**config.mk**
```make
export PLATFORM = sky130hd
export DESIGN_NAME = mac_accumulator
export DESIGN_NICKNAME = d
export VERILOG_FILES = /design/src/rtl/mac_accumulator.sv
export SDC_FILE = /design/constraint.sdc
export NUM_CORES = 1
export LEC_CHECK = 0
export CAP_MARGIN = 10
export CORE_MARGIN = 4
export CORE_UTILIZATION = 56
export CTS_CLUSTER_SIZE = 16
export DETAILED_ROUTE_END_ITERATION = 8
export PLACE_DENSITY = 0.87
export RECOVER_POWER = 25
export SYNTH_ARGS = -nofsm -noshare
export SYNTH_HDL_FRONTEND = slang
export SYNTH_SLANG_ARGS = --single-unit
```
**constraint.sdc**
```tcl
create_clock -name clk -period 5.6 [get_ports clk]
set_input_delay 1.12 -clock clk [delete_from_list [all_inputs] [get_ports clk]]
set_output_delay 1.12 -clock clk [all_outputs]
set_load 0.01 [all_outputs]
```
**src/rtl/mac_accumulator.sv**
```systemverilog
// ---------------------------------------------------------------------------
// mac_accumulator
//   Saturating accumulator stage for a multiply-accumulate pipeline. A job is
//   started with a length; that many 16-bit unsigned products are summed into
//   an ACC_W-bit accumulator that clamps at all ones. The result is then
//   offered with a valid/ready handshake.
//
// Parameters
//   ACC_W     accumulator / result width in bits (17 or more)
//   LEN_W     width of the job-length field
//
// Ports
//   clk        in   clock, all state changes on the rising edge
//   nreset     in   asynchronous active-low reset
//   start      in   one-cycle job request, sampled only in IDLE
//   len        in   number of products in the job, sampled with start
//   clr        in   synchronous abort back to IDLE (highest priority)
//   in_valid   in   product is valid this cycle
//   product    in   16-bit unsigned product
//   in_ready   out  a product is accepted this cycle (state ACCUM)
//   acc_out    out  accumulator value (registered)
//   out_valid  out  acc_out holds a completed job result (state DONE)
//   out_ready  in   consumer takes acc_out
//   overflow   out  sticky saturation flag for the current or last job
//   busy       out  any state other than IDLE
// ---------------------------------------------------------------------------
module mac_accumulator #(
  parameter int ACC_W = 24,
  parameter int LEN_W = 8
) (
  input  logic             clk,
  input  logic             nreset,
  input  logic             start,
  input  logic [LEN_W-1:0] len,
  input  logic             clr,
  input  logic             in_valid,
  input  logic [15:0]      product,
  output logic             in_ready,
  output logic [ACC_W-1:0] acc_out,
  output logic             out_valid,
  input  logic             out_ready,
  output logic             overflow,
  output logic             busy
);

  typedef enum logic [1:0] {
    S_IDLE  = 2'd0,
    S_ACCUM = 2'd1,
    S_DONE  = 2'd2
  } state_t;

  state_t           r_state;
  state_t           w_state_nxt;
  logic [ACC_W-1:0] r_acc;
  logic [ACC_W-1:0] w_acc_nxt;
  logic [LEN_W-1:0] r_count;
  logic [LEN_W-1:0] w_count_nxt;
  logic             r_ovf;
  logic             w_ovf_nxt;

  logic             w_beat;
  logic [ACC_W:0]   w_sum;

  // One extra bit on the sum exposes the carry out, which is the saturation
  // condition; the product is zero-extended.
  assign w_sum  = {1'b0, r_acc} + {{(ACC_W - 15){1'b0}}, product};
  assign w_beat = (r_state == S_ACCUM) && in_valid;

  // State register and datapath registers.
  always_ff @(posedge clk or negedge nreset) begin
    if (!nreset) begin
      r_state <= S_IDLE;
      r_acc   <= '0;
      r_count <= '0;
      r_ovf   <= 1'b0;
    end else begin
      r_state <= w_state_nxt;
      r_acc   <= w_acc_nxt;
      r_count <= w_count_nxt;
      r_ovf   <= w_ovf_nxt;
    end
  end

  // Next-state and datapath logic.
  always_comb begin
    w_state_nxt = r_state;
    w_acc_nxt   = r_acc;
    w_count_nxt = r_count;
    w_ovf_nxt   = r_ovf;

    case (r_state)
      S_IDLE: begin
        if (start) begin
          w_acc_nxt = '0;
          w_ovf_nxt = 1'b0;
          if (len != '0) begin
            w_count_nxt = len;
            w_state_nxt = S_ACCUM;
          end else begin
            // Empty job: go straight to DONE with a zero result.
            w_count_nxt = '0;
            w_state_nxt = S_DONE;
          end
        end
      end

      S_ACCUM: begin
        if (w_beat) begin
          // Once clamped, any further nonzero product carries out again,
          // so the accumulator stays at all ones without a separate flag.
          if (w_sum[ACC_W]) begin
            w_acc_nxt = '1;
            w_ovf_nxt = 1'b1;
          end else begin
            w_acc_nxt = w_sum[ACC_W-1:0];
          end
          w_count_nxt = r_count - LEN_W'(1);
          if (r_count == LEN_W'(1)) begin
            w_state_nxt = S_DONE;
          end
        end
      end

      S_DONE: begin
        if (out_ready) begin
          w_state_nxt = S_IDLE;
        end
      end

      default: begin
        w_state_nxt = S_IDLE;
      end
    endcase

    // Abort overrides everything, including a beat in the same cycle.
    if (clr) begin
      w_state_nxt = S_IDLE;
      w_acc_nxt   = '0;
      w_count_nxt = '0;
      w_ovf_nxt   = 1'b0;
    end
  end

  // Handshake outputs depend on state only.
  assign in_ready  = (r_state == S_ACCUM);
  assign out_valid = (r_state == S_DONE);
  assign busy      = (r_state != S_IDLE);
  assign acc_out   = r_acc;
  assign overflow  = r_ovf;

endmodule

```
==> impl_metrics.tcl <==
set metrics [dict create \
    outcome "finished, violations left" \
    failed_checks "capacitance limit, slew limit" \
    final_cell_mix "clkdlybuf4s50_1 (56), nand2_1 (47), dfrtp_1 (35)" \
    antenna_cells 0 \
    startpoint "product[0]" \
    rsz0062_at_grt "false" \
    clock_latency_ps 300 \
    htree_num_levels 2 \
    cts_root_buf "clkbuf_8" \
    dieArea_mm2 0.00604 \
    clkSinkCount 35 \
    setup_ws_ps 1980 \
    reg2reg_from "acc_out[14]$_DFFE_PN0P_" \
    die_w_um 77.7 \
    yosysWarnings 0 \
    ant_nets 0 \
    pre_cts_slack_ps 1710 \
    drv_slew 36 \
    crit_path_top_delay_cell "o31ai_2" \
    first_pass_iters 4 \
    r2r_setup_slack_ps 2850 \
    track_usage_pct 24.2 \
    clockBufferDepth 2 \
    crit_path_start_kind "input pin" \
    holdWs_ps 498 \
    vdd_drop_max_mv 0.167 \
    period_share_pct 64.7 \
    worstSetupPathType "input pin to flop" \
    avgSynthCellArea_um2 8.24 \
    worst_pin_slew_ps 1930 \
    drt-wirelength-per-cell_um 15.6 \
    worstPathArrival_ps 3840 \
    drt-total-wl_mm 7.02 \
    avgViaCountPerCell 6.03 \
    synth_top_area_share_pct 32.2 \
    dr.first_iter.drc_count 199 \
    crit_required_ps 5820 \
    min_path_type "flop to flop" \
    gp_congestion 0.899 \
    max_freq_ghz 0.276 \
    end_kind "flop" \
    design.core.area_mm2 0.00472 \
    max_cap_violations 1 \
    placed_area_mm2 0.00333 \
    area.growth.synth_to_final_pct 25.8 \
    drc 0 \
    critical_path.max_fanout 13 \
    synth_edf_count 0 \
    post_cts_resized 0 \
    endpoint "acc_out[19]$_DFFE_PN0P_" \
    yosysTopAreaCell "dfrtp_1" \
    post-cts-setup-buffers 0 \
    grt_start_max_net_pins 36 \
    clock_skew_ps 12.1 \
    hold_viol_final 0 \
    yosys_most_used_dff "dfrtp_1" \
    synthArstFlopShare_pct 100 \
    die_y_um 77.7 \
    slew_headroom_pct -29.0 \
    critical_path_depth 9 \
    p_total_mw 0.659 \
    final_common_cell "clkdlybuf4s50_1" \
    initial_core_util_pct 57.6 \
    netlist_instances 330 \
    grt_antenna_before_repair 0 \
    syn_nets 379 \
    crit_chain "clkdlybuf4s50_1 -> ha_1 -> fa_1 -> a21oi_4 -> o211ai_4 -> a21boi_4 -> o31ai_2 -> nand2_1 -> o2111ai_1" \
    synth_seq_cells 35 \
    slowest_delay_ps 780 \
    ys_seq_area_share_pct 32.2 \
    ys_types 58 \
    grt_pass1_wl_mm 11.9 \
    first_global_vias 2646 \
    cts_tree "done" \
    p_per_area_mw_per_mm2 193 \
    final_area_mm2 0.00342 \
    cts.clk_slew.worst_paths_ps 90 \
    yosys-top-cells-area "dfrtp_1 (32%), ha_1 (8.3%), nand2_1 (6.5%)" \
    setup_violations 0 \
    period_needed_ps 3620 \
    drive_above_1_share_pct 7.05 \
    fin_tns_setup_ps 0 \
    io_pins 58 \
    synth_area_mm2 0.00272 \
    num_rows 25 \
    timing.rr.end "acc_out[19]$_DFFE_PN0P_" \
    final_net_count 431 \
    r2r_cells 7 \
    cts_buffers 5 \
    vias 2713 \
    p_leak_nw 1.48 \
    critPathBufInv 1 \
    holdBufCountCts 0 \
    grt_overflow 0 \
    path_delay_family "compound AO/OA/AOI/OAI gates" \
    port_buffers 57 \
    place_hpwl_mm 5.08 \
]
## state kept, by name (all words and copies together), names as in the netlist
| register | count |
|---|---|
| acc_out | 24 |
| overflow | 1 |
| r_count | 8 |
| r_state | 2 |
## synth_stat cells (4+ instances only)
cell,number
nand2_1,47
dfrtp_1,35
a21oi_1,29
o21ai_0,27
nor2_1,24
ha_1,18
nand3_1,16
nor3_1,12
clkbuf_1,8
inv_1,7
nand4_1,7
o21ai_1,7
buf_2,5
a311oi_1,4
and3_1,4
o2111ai_1,4
or3_1,4
xnor2_1,4
## worst min-delay path by stage
stage,startpoint,to,cells past startpoint
finish,r_count[6]$_DFFE_PN0P_,r_count[6]$_DFFE_PN0P_,2
global route,r_count[7]$_DFFE_PN0P_,r_count[7]$_DFFE_PN0P_,2
CTS,r_count[6]$_DFFE_PN0P_,r_count[6]$_DFFE_PN0P_,2
detailed placement,r_count[6]$_DFFE_PN0P_,r_count[6]$_DFFE_PN0P_,2
global placement,r_count[6]$_DFFE_PN0P_,r_count[6]$_DFFE_PN0P_,2
floorplan,r_count[6]$_DFFE_PN0P_,r_count[6]$_DFFE_PN0P_,2
## per-stage QoR
stage                     util [%]  std cells
after global routing          72.5        450
after detailed placement      70.5        442
after global placement        70.5        442
after CTS                     72.5        450
final                         72.5        450
after floorplan                  -        330
## final cells by class
class | count | area (um2)
multi-input combinational | 273 | 1750
fill | 362 | 1300
sequential | 35 | 876
timing repair buffer | 60 | 589
tap | 67 | 83.8
clock buffer | 5 | 68.8
inverter | 7 | 26.3
clock inverter | 3 | 25.0
## cell families after synthesis
| family | share of synthesized area (%) |
|---|---|
| AND/OR/NAND/NOR | 24.3 |
| AO/OA/AOI/OAI | 27.0 |
| flip-flops | 32.2 |
| buffers and inverters | 3.54 |
| adder cells (fa/ha/maj) | 9.02 |
| XOR/XNOR | 1.93 |
| multiplexers | 1.93 |
## worst register-to-register path: cells and delay by family, from the launching register on
family	cells	cell delay, ps
AO/OA/AOI/OAI	4	1300
adder cells (fa/ha/maj)	1	410
flip-flops	1	420
AND/OR/NAND/NOR	2	560
## per-layer routing
metal,up-vias,GRT usage [%],wire [um]
met4,0,10.7,165
met2,98,38.9,3290
met3,15,5.10,444
li1,1329,-,-
met5,-,0,0
met1,1271,31.2,3130
## where the power goes
part           switching, mW  total [mW]  internal (mW)
Combinational          0.104       0.185         0.0807
Clock                  0.106       0.195         0.0890
Sequential            0.0133       0.279          0.266
Total                  0.224       0.659          0.436
No activity file was read; power rests on OpenSTA's default activity.
